`src/rtl/huffman_bit_encoder_if.sv`:
```
// Symbol-store read port and serial bit stream between the encoder and its neighbours.
// master = encoder side, slave = store/sink side.
interface huffman_bit_encoder_if #(
  parameter int PTR_W = 9
);
  logic [PTR_W-1:0] data_point;
  logic [3:0]       data_in;
  logic             bit_out;
  logic             bit_valid;
  logic             bit_ready;

  modport master (
    output data_point,
    input  data_in,
    output bit_out,
    output bit_valid,
    input  bit_ready
  );

  modport slave (
    input  data_point,
    output data_in,
    input  bit_out,
    input  bit_valid,
    output bit_ready
  );
endinterface

```
`src/rtl/huffman_bit_encoder.sv`:
```
// Walks the stored symbols in order and serialises each symbol's Huffman code, MSB first,
// one bit per valid/ready transfer, with a running bit count and a sticky malformed-input flag.
module huffman_bit_encoder #(
  parameter int NUM_SYMBOLS = 256,
  parameter int PTR_W       = 9,
  parameter int MAX_LEN     = 9
) (
  input  logic                  clk,
  input  logic                  rst_n,
  input  logic                  start,
  input  logic [89:0]           code_flat,
  input  logic [39:0]           len_flat,
  huffman_bit_encoder_if.master bus,
  output logic                  busy,
  output logic                  done,
  output logic [11:0]           bit_count,
  output logic                  err
);

  typedef enum logic [1:0] {IDLE, FETCH, SHIFT, DONE} state_t;

  localparam logic [PTR_W-1:0] LAST_PTR  = PTR_W'(NUM_SYMBOLS - 1);
  localparam logic [3:0]       MAX_LEN_C = 4'(MAX_LEN);

  state_t           state, state_nxt;
  logic [PTR_W-1:0] ptr, ptr_nxt;
  logic [8:0]       shreg, shreg_nxt;
  logic [3:0]       cnt, cnt_nxt;
  logic [11:0]      count_nxt;
  logic             err_nxt;

  logic [8:0]       code_tab [10];
  logic [3:0]       len_tab  [10];
  logic             sym_bad;
  logic [3:0]       sym;
  logic [3:0]       sym_len;

  always_comb begin
    for (int k = 0; k < 10; k++) begin
      code_tab[k] = code_flat[9*k +: 9];
      len_tab[k]  = len_flat[4*k +: 4];
    end
  end

  // Out-of-alphabet symbols fall back to symbol 0, the upstream counter's default bin.
  always_comb begin
    sym_bad = (bus.data_in > 4'd9);
    sym     = sym_bad ? 4'd0 : bus.data_in;
    sym_len = len_tab[sym];
  end

  always_ff @(posedge clk) begin
    if (!rst_n) begin
      state     <= IDLE;
      ptr       <= '0;
      shreg     <= '0;
      cnt       <= '0;
      bit_count <= '0;
      err       <= 1'b0;
    end else begin
      state     <= state_nxt;
      ptr       <= ptr_nxt;
      shreg     <= shreg_nxt;
      cnt       <= cnt_nxt;
      bit_count <= count_nxt;
      err       <= err_nxt;
    end
  end

  always_comb begin
    state_nxt = state;
    ptr_nxt   = ptr;
    shreg_nxt = shreg;
    cnt_nxt   = cnt;
    count_nxt = bit_count;
    err_nxt   = err;
    case (state)
      IDLE: begin
        if (start) begin
          ptr_nxt   = '0;
          count_nxt = '0;
          err_nxt   = 1'b0;
          state_nxt = FETCH;
        end
      end
      FETCH: begin
        shreg_nxt = code_tab[sym];
        cnt_nxt   = sym_len;
        if (sym_bad) err_nxt = 1'b1;
        // A zero-length code emits nothing, so skip straight to the next symbol.
        if (sym_len == 4'd0) begin
          err_nxt = 1'b1;
          if (ptr == LAST_PTR) state_nxt = DONE;
          else                 ptr_nxt   = ptr + 1'b1;
        end else begin
          if (sym_len > MAX_LEN_C) begin
            err_nxt = 1'b1;
            cnt_nxt = MAX_LEN_C;
          end
          state_nxt = SHIFT;
        end
      end
      SHIFT: begin
        if (bus.bit_ready) begin
          cnt_nxt   = cnt - 4'd1;
          count_nxt = bit_count + 12'd1;
          if (cnt == 4'd1) begin
            if (ptr == LAST_PTR) begin
              state_nxt = DONE;
            end else begin
              ptr_nxt   = ptr + 1'b1;
              state_nxt = FETCH;
            end
          end
        end
      end
      DONE:    state_nxt = IDLE;
      default: state_nxt = IDLE;
    endcase
  end

  assign bus.data_point = ptr;
  assign bus.bit_valid  = (state == SHIFT);
  assign bus.bit_out    = (state == SHIFT) ? shreg[cnt - 4'd1] : 1'b0;
  assign busy           = (state != IDLE);
  assign done           = (state == DONE);

endmodule

```
`src/flat_wrapper.sv`:
```
// flat-port wrapper written by rule: the top's interface ports become plain ports
module huffman_bit_encoder_flat 
#(
  parameter int NUM_SYMBOLS = 256,
  parameter int PTR_W       = 9,
  parameter int MAX_LEN     = 9
)
  (clk, rst_n, start, code_flat, len_flat, busy, done, bit_count, err, bus_data_point, bus_data_in, bus_bit_out, bus_bit_valid, bus_bit_ready);
  huffman_bit_encoder_if #(.PTR_W(PTR_W)) bus_i ();
  input  logic clk;
  input  logic rst_n;
  input  logic start;
  input  logic [89:0] code_flat;
  input  logic [39:0] len_flat;
  output logic busy;
  output logic done;
  output logic [11:0] bit_count;
  output logic err;
  output wire logic [$bits(bus_i.data_point)-1:0] bus_data_point;
  input wire logic [$bits(bus_i.data_in)-1:0] bus_data_in;
  output wire logic [$bits(bus_i.bit_out)-1:0] bus_bit_out;
  output wire logic [$bits(bus_i.bit_valid)-1:0] bus_bit_valid;
  input wire logic [$bits(bus_i.bit_ready)-1:0] bus_bit_ready;
  assign bus_data_point = bus_i.data_point;
  assign bus_i.data_in = bus_data_in;
  assign bus_bit_out = bus_i.bit_out;
  assign bus_bit_valid = bus_i.bit_valid;
  assign bus_i.bit_ready = bus_bit_ready;
  huffman_bit_encoder #(.NUM_SYMBOLS(NUM_SYMBOLS), .PTR_W(PTR_W), .MAX_LEN(MAX_LEN)) u_core (.clk(clk), .rst_n(rst_n), .start(start), .code_flat(code_flat), .len_flat(len_flat), .bus(bus_i), .busy(busy), .done(done), .bit_count(bit_count), .err(err));
endmodule
```
`config.mk`:
```
export PLATFORM = sky130hd
export DESIGN_NAME = huffman_bit_encoder_flat
export DESIGN_NICKNAME = d
export VERILOG_FILES = /design/src/rtl/huffman_bit_encoder_if.sv /design/src/rtl/huffman_bit_encoder.sv /design/src/flat_wrapper.sv
export SDC_FILE = /design/constraint.sdc
export NUM_CORES = 1
export LEC_CHECK = 0
export ABC_CLOCK_PERIOD_IN_PS = 3280
export CAP_MARGIN = 30
export CELL_PAD_IN_SITES_DETAIL_PLACEMENT = 0
export CELL_PAD_IN_SITES_GLOBAL_PLACEMENT = 1
export CORE_MARGIN = 4
export CORE_UTILIZATION = 28
export DETAILED_ROUTE_END_ITERATION = 16
export PLACE_DENSITY_LB_ADDON = 0.25
export SYNTH_ARGS = -nofsm -noshare
export SYNTH_HDL_FRONTEND = slang
export SYNTH_SLANG_ARGS = --single-unit
```
`constraint.sdc`:
```
create_clock -name clk -period 3.28 [get_ports clk]
set_input_delay 0.656 -clock clk [delete_from_list [all_inputs] [get_ports clk]]
set_output_delay 0.656 -clock clk [all_outputs]
set_load 0.02 [all_outputs]
```
==> results of run 1 <==
==> worst paths after layout <==
check,from,depth (start not counted),slack [ps],to
setup / recovery,u_core.cnt[1],8,210,bus_bit_out
setup reg to reg,u_core.state[0],7,890,u_core.bit_count[9]
hold reg to reg,u_core.bus.data_point[8],2,480,u_core.bus.data_point[8]
hold / removal,u_core.bus.data_point[8],2,480,u_core.bus.data_point[8]
==> metal layers <==
metal  vias up  wire length [µm]
li1       1825                 -
met1      1654              4595
met2       106              5768
met3        14               650
met4         0               213
met5         -                 0
==> cells in the final DEF, fill, tap and decap left out, drive strengths merged, types with 5 or more instances in the layout <==
| cell type | netlist | layout |
|---|---|---|
| a31oi | 11 | 11 |
| dfxtp | 37 | 37 |
| o22ai | 9 | 9 |
| nand3 | 7 | 7 |
| a211oi | 6 | 6 |
| and3 | 5 | 5 |
| ha | 9 | 9 |
| buf | 12 | 19 |
| clkdlybuf4s50 | 0 | 161 |
| nor2b | 6 | 6 |
| inv | 12 | 12 |
| o21ai | 36 | 36 |
| nand2 | 29 | 29 |
| a21oi | 27 | 27 |
| nand3b | 6 | 6 |
| xor2 | 6 | 6 |
| mux2 | 25 | 25 |
| o311a | 6 | 6 |
| mux2i | 41 | 41 |
| nor2 | 26 | 26 |
| clkbuf | 14 | 7 |
==> registers in the layout, indices dropped and copies added, names as in the netlist <==
name,flops
u_core.state,2
u_core.shreg,9
u_core.cnt,4
u_core.err,1
u_core.bit_count,12
u_core.bus.data_point,9
==> cell families (layout without fill, tap and decap cells) <==
family          after synthesis  after routing  synth area share [%]
buf+inv                      39            201                 5.054
flops                        37             37                 22.84
simple gates                106            106                 16.67
mux                          68             68                 22.72
xor+xnor                      9              9                 2.431
compound gates              129            129                 26.81
fa+ha+maj                     9              9                 3.472
==> power by group through the flow <==
| stage | combinational (µW) | clock, µW | sequential [µW] |
|---|---|---|---|
| after floorplan | 744 | 0 | 610 |
| after global placement | 1190 | 0 | 612 |
| after detailed placement | 1200 | 0 | 617 |
| after CTS | 1200 | 481 | 608 |
| after global routing | 1340 | 505 | 619 |
| final | 1190 | 471 | 607 |
==> worst max-delay path, cell delays in order (launching register included) <==
cell and delay [ps]:
sky130_fd_sc_hd__dfxtp_1 330, sky130_fd_sc_hd__inv_1 70, sky130_fd_sc_hd__ha_1 380, sky130_fd_sc_hd__mux4_2 510
sky130_fd_sc_hd__mux2_2 270, sky130_fd_sc_hd__nand2_1 70, sky130_fd_sc_hd__o31a_1 150, sky130_fd_sc_hd__nor2_1 50
sky130_fd_sc_hd__dlygate4sd2_1 320
==> stage by stage <==
step           worst slack [ps]  power (µW)
4_1_cts                   200.8        2293
5_1_grt                   49.20        2467
3_3_place_gp              20.44        1799
2_1_floorplan             658.8        1354
6_report                  206.6        2272
3_5_place_dp             -72.61        1815
==> cell type report <==
| type | instances | area (µm²) |
|---|---|---|
| clock buffer | 7 | 142.6 |
| fill | 1151 | 6160 |
| inverter | 13 | 48.80 |
| multi-input combinational | 321 | 2338 |
| sequential | 37 | 740.7 |
| tap | 143 | 178.9 |
| timing repair buffer | 181 | 1760 |
==> metrics.log, run 1 <==
INFO  metric status = completed
INFO  metric cts_inserted_buffers = 5
INFO  metric yosys_warnings = 0
INFO  metric async_reset_ff_share = 0%
INFO  metric antennaDiodeCount = 0
INFO  metric place.port_buffers = 163
INFO  metric startpoint_type = register
INFO  metric routedWlPerCell = 15.99 µm
INFO  metric cts_tree = yes
INFO  metric clkTransAtPathRegs = 60 ps
INFO  metric postLayoutCoreUtil = 45.82%
INFO  metric setup-violations-final = 0
INFO  metric p_int = 1412 µW
INFO  metric place_congestion = 0.8396
INFO  metric antenna_found_initial = 0
INFO  metric buffer_cell_driving_the_clock_tree_root = sky130_fd_sc_hd__clkbuf_16
INFO  metric fmaxAchievable = 325.4 MHz
INFO  metric post_cts_hold_buffer_count = 0
INFO  metric slew_headroom = 49.59%
INFO  metric proportion_of_layout_cells_with_a_drive_suffix_above_1 = 9.839%
INFO  metric clock_skew = 5.043 ps
INFO  metric postCtsResizedCells = 1
INFO  metric synth.cell_area = 3243 µm²
INFO  metric synth-seq-area-share = 22.84%
INFO  metric yosysUniqueCellTypes = 59
INFO  metric placeableCoreArea = 11370 µm²
INFO  metric postSynthNetCount = 544
INFO  metric grt_pass1_wl = 18.04 mm
INFO  metric pleak = 0.002070 µW
INFO  metric grt_util_met3 = 3.499%
INFO  metric dp_cells = 695
INFO  metric viasPerCell = 5.127
INFO  metric chipWidth = 115.6 µm
INFO  metric synth.largest_area_cell = sky130_fd_sc_hd__dfxtp_1
INFO  metric worstSetupEndpointType = primary output
INFO  metric timing.final.crit_share = 93.70%
INFO  metric critical_path_class = reg -> out
INFO  metric grt.total_usage = 16.73%
INFO  metric netlist_top_cells_count = 41 x sky130_fd_sc_hd__mux2i_1, 37 x sky130_fd_sc_hd__dfxtp_1, 35 x sky130_fd_sc_hd__o21ai_0, 29 x sky130_fd_sc_hd__nand2_1, 27 x sky130_fd_sc_hd__a21oi_1
INFO  metric post_synth_inst_count = 397
INFO  metric stdcell_count = 702
INFO  metric signed_area_change_from_the_synthesized_netlist_to_the_final_layout = 60.65%
INFO  metric power.density = 436.1 nW/µm²
INFO  metric crit_arrival = 2420 ps
INFO  metric nets = 706
INFO  metric max_cap_violations = 0
INFO  metric routed_wirelength = 11.23 mm
INFO  metric place.detailed.hpwl = 9.337 mm
INFO  metric combinationalPowerShare = 52.6%
INFO  metric hold_viol_final = 0
INFO  metric drt_pre_antenna_iters = 4
INFO  metric switchingPower = 860.3 µW
INFO  metric synth-seq-cells = 37
INFO  metric layout.cell_area.non_filler = 5210 µm²
INFO  metric final_antenna_net_count = 0
INFO  metric globalRouteMet1Util = 18.84%
INFO  metric final_critical_path_required_period = 3073 ps
INFO  metric synthFlopType = sky130_fd_sc_hd__dfxtp_1
INFO  metric power.switching_fraction = 37.87%
INFO  metric routed-via-count = 3599
INFO  metric synth.top_cell.area_share = 22.84%
INFO  metric fin_hold_ws = 478.2 ps
INFO  metric largest_net_degree_at_the_start_of_global_routing = 29
INFO  metric clockPowerShare = 20.7%
INFO  metric synth_enable_flop_cells = 0
INFO  metric initial_utilization = 28.52%
INFO  metric drcViolationCount = 0
INFO  metric tightest_slew = 751.1 ps
INFO  metric clk-insertion-delay-late = 280 ps
INFO  metric netlist_top_cells_area = sky130_fd_sc_hd__dfxtp_1 23%, sky130_fd_sc_hd__mux2i_1 13%, sky130_fd_sc_hd__mux2_2 8.7%
INFO  metric top_usage_layer = met2
INFO  metric post_cts_buffers = 0
INFO  metric yosys.cell_count.top_type = sky130_fd_sc_hd__mux2i_1
INFO  metric via_count_of_the_first_global_routing_pass = 3754
INFO  metric io_pins = 164
INFO  metric rows = 39
INFO  metric htreeDepth = 2
INFO  metric first_iter_violations = 168
INFO  metric syn_avg_cell_area = 8.169 µm²
INFO  metric grt_setup_unrepaired = false
INFO  metric final.setup.tns = 0 ps
INFO  metric groute.layer.met2.usage = 31.87%
INFO  metric gr-total-overflow = 0
INFO  metric placement.cell_area = 5069 µm²
INFO  metric worst_hold_path_type = reg -> reg
INFO  metric die_y = 115.6 µm
INFO  metric clock_path_buffers = 2
INFO  metric crit_path_max_fanout = 4
INFO  metric max-vdd-ir-drop = 317.8 µV
INFO  metric dieArea = 13370 µm²
INFO  metric clock-sinks = 37
INFO  metric drv_slew = 0
INFO  metric critical_path_required = 2620 ps
INFO  metric part_of_the_total_power_dissipated_in_sequential_elements = 26.7%
Note: power is estimated with default switching activity, not from simulation.
==> run 2, diff against run 1 <==
--- a/config.mk
+++ b/config.mk
@@ -5,7 +5,6 @@
 export SDC_FILE = /design/constraint.sdc
 export NUM_CORES = 1
 export LEC_CHECK = 0
-export ABC_CLOCK_PERIOD_IN_PS = 3280
 export CAP_MARGIN = 30
 export CELL_PAD_IN_SITES_DETAIL_PLACEMENT = 0
 export CELL_PAD_IN_SITES_GLOBAL_PLACEMENT = 1
==> results of run 2 <==
The final DEF is identical to that of run 1; final timing and power are the same.
==> edit 1: new RTL, config.mk and constraints of run 1 <==
`PTR_W` is set to 9 in 3 places; all go to 10.
--- a/src/rtl/huffman_bit_encoder_if.sv
+++ b/src/rtl/huffman_bit_encoder_if.sv
@@ -1,7 +1,7 @@
 // Symbol-store read port and serial bit stream between the encoder and its neighbours.
 // master = encoder side, slave = store/sink side.
 interface huffman_bit_encoder_if #(
-  parameter int PTR_W = 9
+  parameter int PTR_W = 10
 );
   logic [PTR_W-1:0] data_point;
   logic [3:0]       data_in;
--- a/src/rtl/huffman_bit_encoder.sv
+++ b/src/rtl/huffman_bit_encoder.sv
@@ -2,7 +2,7 @@
 // one bit per valid/ready transfer, with a running bit count and a sticky malformed-input flag.
 module huffman_bit_encoder #(
   parameter int NUM_SYMBOLS = 256,
-  parameter int PTR_W       = 9,
+  parameter int PTR_W       = 10,
   parameter int MAX_LEN     = 9
 ) (
   input  logic                  clk,
--- a/src/flat_wrapper.sv
+++ b/src/flat_wrapper.sv
@@ -2,7 +2,7 @@
 module huffman_bit_encoder_flat 
 #(
   parameter int NUM_SYMBOLS = 256,
-  parameter int PTR_W       = 9,
+  parameter int PTR_W       = 10,
   parameter int MAX_LEN     = 9
 )
   (clk, rst_n, start, code_flat, len_flat, busy, done, bit_count, err, bus_data_point, bus_data_in, bus_bit_out, bus_bit_valid, bus_bit_ready);
Interface: changed (resized bus_data_point); port bits go from 164 to 165. No check against the original RTL was run, so the function may have changed too.
==> edit 1 against run 1 <==
Sequential cell count increased by 1. Non-clock buffer count grew 12. Global-route usage up 0.60 points. Via count increased by 6.3%. Critical path type is now in -> reg. Synthesized cell count rose by 6.5%. Worst setup slack improved by 0.055 ns. Total power up 13%. Wire length increased by 13%. Cell area up 5.6%. Cell count rose by 5.4%. Largest cell class unchanged. Core utilization increased by 0.17 points. Synthesized area grew 5.3%. Count of clock-buffer cells in the layout fell by 2.
==> edit 1: results (changes against run 1) <==
worst_setup_path:
  worst-setup-path-type: "in -> reg"
  startpoint: "bus_data_in[2]"
  r2r-end: "u_core.bus.data_point[7]"
  reg2reg_depth: 9  # +2
  arrival_ns: 3.23  # +0.81 ns
  critPathMaxFanout: 16  # +12
  reg2reg_slack_ns: 0.73  # -0.16 ns
  worstReg2RegStart: "u_core.state[0]"
global_route:
  met3_usage_pct: 3.78  # +0.28 points
  grt_pass1_wl_um: 20100  # +11%
  grt_usage_pct: 17.3  # +0.60 points
  grt_max_degree: 26  # -10%
  grt_use_met2_pct: 29.4  # -2.4 points
  use_met1_pct: 22.8  # +3.9 points
  grt_pass1_vias: 3839  # +2.3%
yosys:
  avgSynthCellArea_um2: 8.07  # -1.2%
  synthDistinctLibCells: 60  # +1.7%
  synth_common_cells: "43 x mux2i_1, 38 x dfxtp_1, 33 x nand2_1"
  ys_warn_count: 0  # unchanged
  synth_area_leaders: "dfxtp_1 22%, mux2i_1 13%, mux2_2 6.3%"
  ys_seq_area_share_pct: 22.3  # -0.56 points
  async_flop_share_pct: 0  # unchanged
  synthesis.nets: 569  # +4.6%
placed_design:
  post-dp-hpwl_um: 10200  # +9.7%
  placed_cell_area_um2: 5300  # +4.6%
  gp_congestion: 0.867  # +3.3%
  pre_cts_ws_ns: -0.0160  # +0.0566 ns
  dp.cells: 732  # +5.3%
  io_buffers: 164  # +0.61%
timing:
  fin_ws_ns: 0.262  # +0.0555 ns
  skew_ns: 0.00271  # -0.00233 ns
  whs_ns: 0.477  # -0.00129 ns
  worst_pin_slew_ns: 0.680  # -0.0714 ns
detailed_routing:
  wl_met3_um: 728  # +12%
  drt_iter0_markers: 149  # -11%
  viasPerCell: 5.17  # +0.85%
  vias: 3826  # +6.3%
  finalWirelength_um: 12700  # +13%
  met1Wirelength_um: 5850  # +27%
  dr_wl_met2_um: 5960  # +3.3%
cells_and_area:
  drive_gt1_share_pct: 11.8  # +2.0 points
  max_flop_register: "u_core.bit_count"
  layout.nets: 738  # +4.5%
  num_antenna_cells: 0  # unchanged
power_and_ir_drop:
  leakage_nw: 2.27  # +9.8%
  vdd_ir_drop_max_v: 0.000303  # -4.7%
clock_network:
  postCtsSetupBuffers: 0  # unchanged
  clk_latency_ns: 0.28  # about the same
  cts-root-buf: "clkbuf_16"
  cts_resized: 0  # -1
hold_path:
  holdPathEnd: "u_core.shreg[5]"
  hold_depth: 1  # -1
  hold_path_class: "reg -> reg"
  min_from: "u_core.shreg[5]"
outcome:
  outcome: "completed"
==> edit 1: area by class of cell <==
type / count / area [um2]
clock buffers: 5 / 125
repair buffers: 193 / 1860
fillers: 1203 / 6460
inverters: 10 / 37.5
multi-input cells: 344 / 2470
clock inverters: 3 / 68.8
flip-flops and latches: 38 / 761
well taps: 147 / 184
==> edit 1: critical path, stage by stage <==
cell,delay [ns]
clkdlybuf4s50_1,0.46
buf_4,0.20
or2_2,0.20
o22ai_1,0.10
o31a_1,0.26
or2_4,0.25
o41a_1,0.42
or4_1,0.51
a21boi_1,0.15
==> edit 1: cell families (layout without fill, tap and decap cells) <==
logic type	Yosys count	in the layout	share of synthesized area (%)
buffers and inverters	41	211	5.50
DFF	38	38	22.3
xor gates and xnor gates	12	12	3.08
AOI/OAI and AO/OA	133	133	26.6
and+or+nand+nor	127	127	19.4
adders and majority gates	8	8	2.93
muxes	64	64	20.2
==> edit 1: power by group <==
part	internal [W]	switching [W]
clock	0.000437	0.000193
sequential	0.000554	0.0000735
combinational	0.000662	0.000658
==> edit 2: new RTL, flow settings as in run 1 <==
Made on the original files. The 4 states of `state_t` get a one-hot encoding in 4 bits.
--- a/src/rtl/huffman_bit_encoder.sv
+++ b/src/rtl/huffman_bit_encoder.sv
@@ -17,7 +17,7 @@
   output logic                  err
 );
 
-  typedef enum logic [1:0] {IDLE, FETCH, SHIFT, DONE} state_t;
+  typedef enum logic [3:0] {IDLE = 4'b0001, FETCH = 4'b0010, SHIFT = 4'b0100, DONE = 4'b1000} state_t;
 
   localparam logic [PTR_W-1:0] LAST_PTR  = PTR_W'(NUM_SYMBOLS - 1);
   localparam logic [3:0]       MAX_LEN_C = 4'(MAX_LEN);
Check against the original RTL: same outputs for any inputs over 10 cycles, from zero or initial values and one cycle with rst_n low; not proved beyond that.
==> edit 2 against run 1 <==
Sequential cell count is 2 higher. Synthesized area shrank 1.9%. Clock skew is 0.00058 ns higher. Wire length rose by 6.8%. Critical endpoint unchanged. First-iteration DRC count down 6.0%. Global-route usage increased by 0.57 points. Critical path depth unchanged. Worst setup slack better by 0.0047 ns. Cell area fell by 0.60%. Sequential share of layout area increased by 0.88 points.
Power is not compared: it rests on default switching activity, and its combinational part moved more than twofold at a synthesized area within 25%.
==> edit 2: results (changes against run 1) <==
placed_design:
  pre_cts_ws_ns: -0.0133  # +0.0593 ns
  dp.cells: 678  # -2.4%
  gp_congestion: 0.816  # -2.8%
  io_buffers: 163  # unchanged
  post-dp-hpwl_um: 9720  # +4.1%
cells_and_area:
  layout.nets: 688  # -2.5%
  max_flop_register: "u_core.bit_count"
  num_antenna_cells: 0  # unchanged
  n_fill_cell: 1093  # -5.0%
  drive_gt1_share_pct: 11.7  # +1.9 points
hold_path:
  min_from: "u_core.err"
  holdPathEnd: "u_core.err"
  hold_path_class: "reg -> reg"
  hold_depth: 1  # -1
global_route:
  antenna_found_initial: 0  # unchanged
  grt_usage_pct: 17.3  # +0.57 points
  grt_pass1_wl_um: 18400  # +2.2%
  grt_max_degree: 21  # -28%
timing:
  slew-limit-headroom_pct: 66.9  # +17 points
  whs_ns: 0.460  # -0.0185 ns
  slew_violations: 0  # unchanged
  fin_ws_ns: 0.211  # +0.00475 ns
  skew_ns: 0.00562  # +0.000580 ns
outcome:
  outcome: "completed"
yosys:
  yosys.area_share.xor_xnor_pct: 1.65  # -0.78 points
  async_flop_share_pct: 0  # unchanged
  ys_seq_area_share_pct: 24.5  # +1.7 points
  synth.area.mux_share_pct: 23.2  # +0.44 points
  synthFlopType: "dfxtp_1"
  synth_fa_ha_area_share_pct: 1.97  # -1.5 points
  synth_common_cells: "49 x nor2_1, 39 x dfxtp_1, 32 x mux2i_1"
  synth_area_leaders: "dfxtp_1 25%, mux2i_1 10%, mux4_2 7.8%"
  yosysMostFrequentCell: "nor2_1"
  synthesis.nets: 521  # -4.2%
  synthDistinctLibCells: 57  # -3.4%
  synth_compound_area_share_pct: 21.3  # -5.5 points
  avgSynthCellArea_um2: 8.42  # +3.0%
worst_setup_path:
  startpoint: "u_core.cnt[0]"
  startpoint_type: "register"
  worstReg2RegStart: "u_core.state[0]"
  slowest_stage: "clkdlybuf4s50_1"
  reg2reg_slack_ns: 0.86  # -0.03 ns
  max_stage_delay_ns: 0.58  # +0.07 ns
  reg2reg_depth: 7  # unchanged
  r2r-end: "u_core.bus.data_point[6]"
  arrival_ns: 2.41
  critPathMaxFanout: 6  # +2
clock_network:
  cts_buffers: 5  # unchanged
  cts.reportedPaths.clkPinSlew_ns: 0.05
detailed_routing:
  drt_iter0_markers: 158  # -6.0%
  vias: 3540  # -1.6%
  viasPerCell: 5.16  # +0.65%
  routedWlPerCell_um: 17.5  # +9.3%
  drt-pass1-iter-count: 4  # unchanged
power_and_ir_drop:
  vdd_ir_drop_max_v: 0.000244
## edit 2: cell types whose count changed after synthesis, sizes merged, moves of 6 or more
| cell | before | now |
|---|---|---|
| mux2i | 41 | 32 |
| o311a | 6 | 0 |
| o21ai | 36 | 23 |
| nor2 | 26 | 49 |
| a31oi | 11 | 2 |
| o221ai | 0 | 9 |
| mux2 | 25 | 15 |
| mux4 | 2 | 11 |
## edit 2: stage by stage
step                instance area (um2)  TNS (ns)
finish                             5180         0
global route                       5180         0
CTS                                5180         0
detailed placement                 5020   -0.0133
global placement                   5020         0
floorplan                          3180         0
## edit 2: critical path, delay by kind of cell (launching register included)
kind | cells | cell delay (ns)
and+or+nand+nor | 2 | 0.10
muxes | 2 | 0.46
adders and majority gates | 1 | 0.38
buffers and inverters | 2 | 0.67
DFF | 1 | 0.41
AOI/OAI and AO/OA | 1 | 0.11
## edit 2: report_power, final
part           leakage (nW)  total (W)  internal [W]  switching [W]
clock network        0.0772   0.000497      0.000323       0.000174
registers             0.316   0.000495      0.000486     0.00000937
logic                  1.52   0.000467      0.000276       0.000191
total                  1.91    0.00146       0.00108       0.000374
## edit 2: metal layers
layer / GRT usage [%] / share of wire [%]
met5: 0 / 0
met4: 3.01 / 0.63
met3: 3.91 / 8.4
met2: 28.4 / 47
met1: 23.5 / 44
## edit 2: final cells by class
class                           count  share of cell area (%)
Clock buffer                        8                    3.02
Inverter                           10                   0.725
Multi-Input combinational cell    306                    43.2
Sequential cell                    39                    15.1
Tap cell                          140                    3.38
Timing Repair Buffer              183                    34.5
## edit 2: what timing repair did
action / 4_1_cts / 5_1_grt
gates resized for setup: 0 / 1
setup endpoints to repair: 0 / 1
hold buffers: 0 / 0
setup buffers: 0 / 0
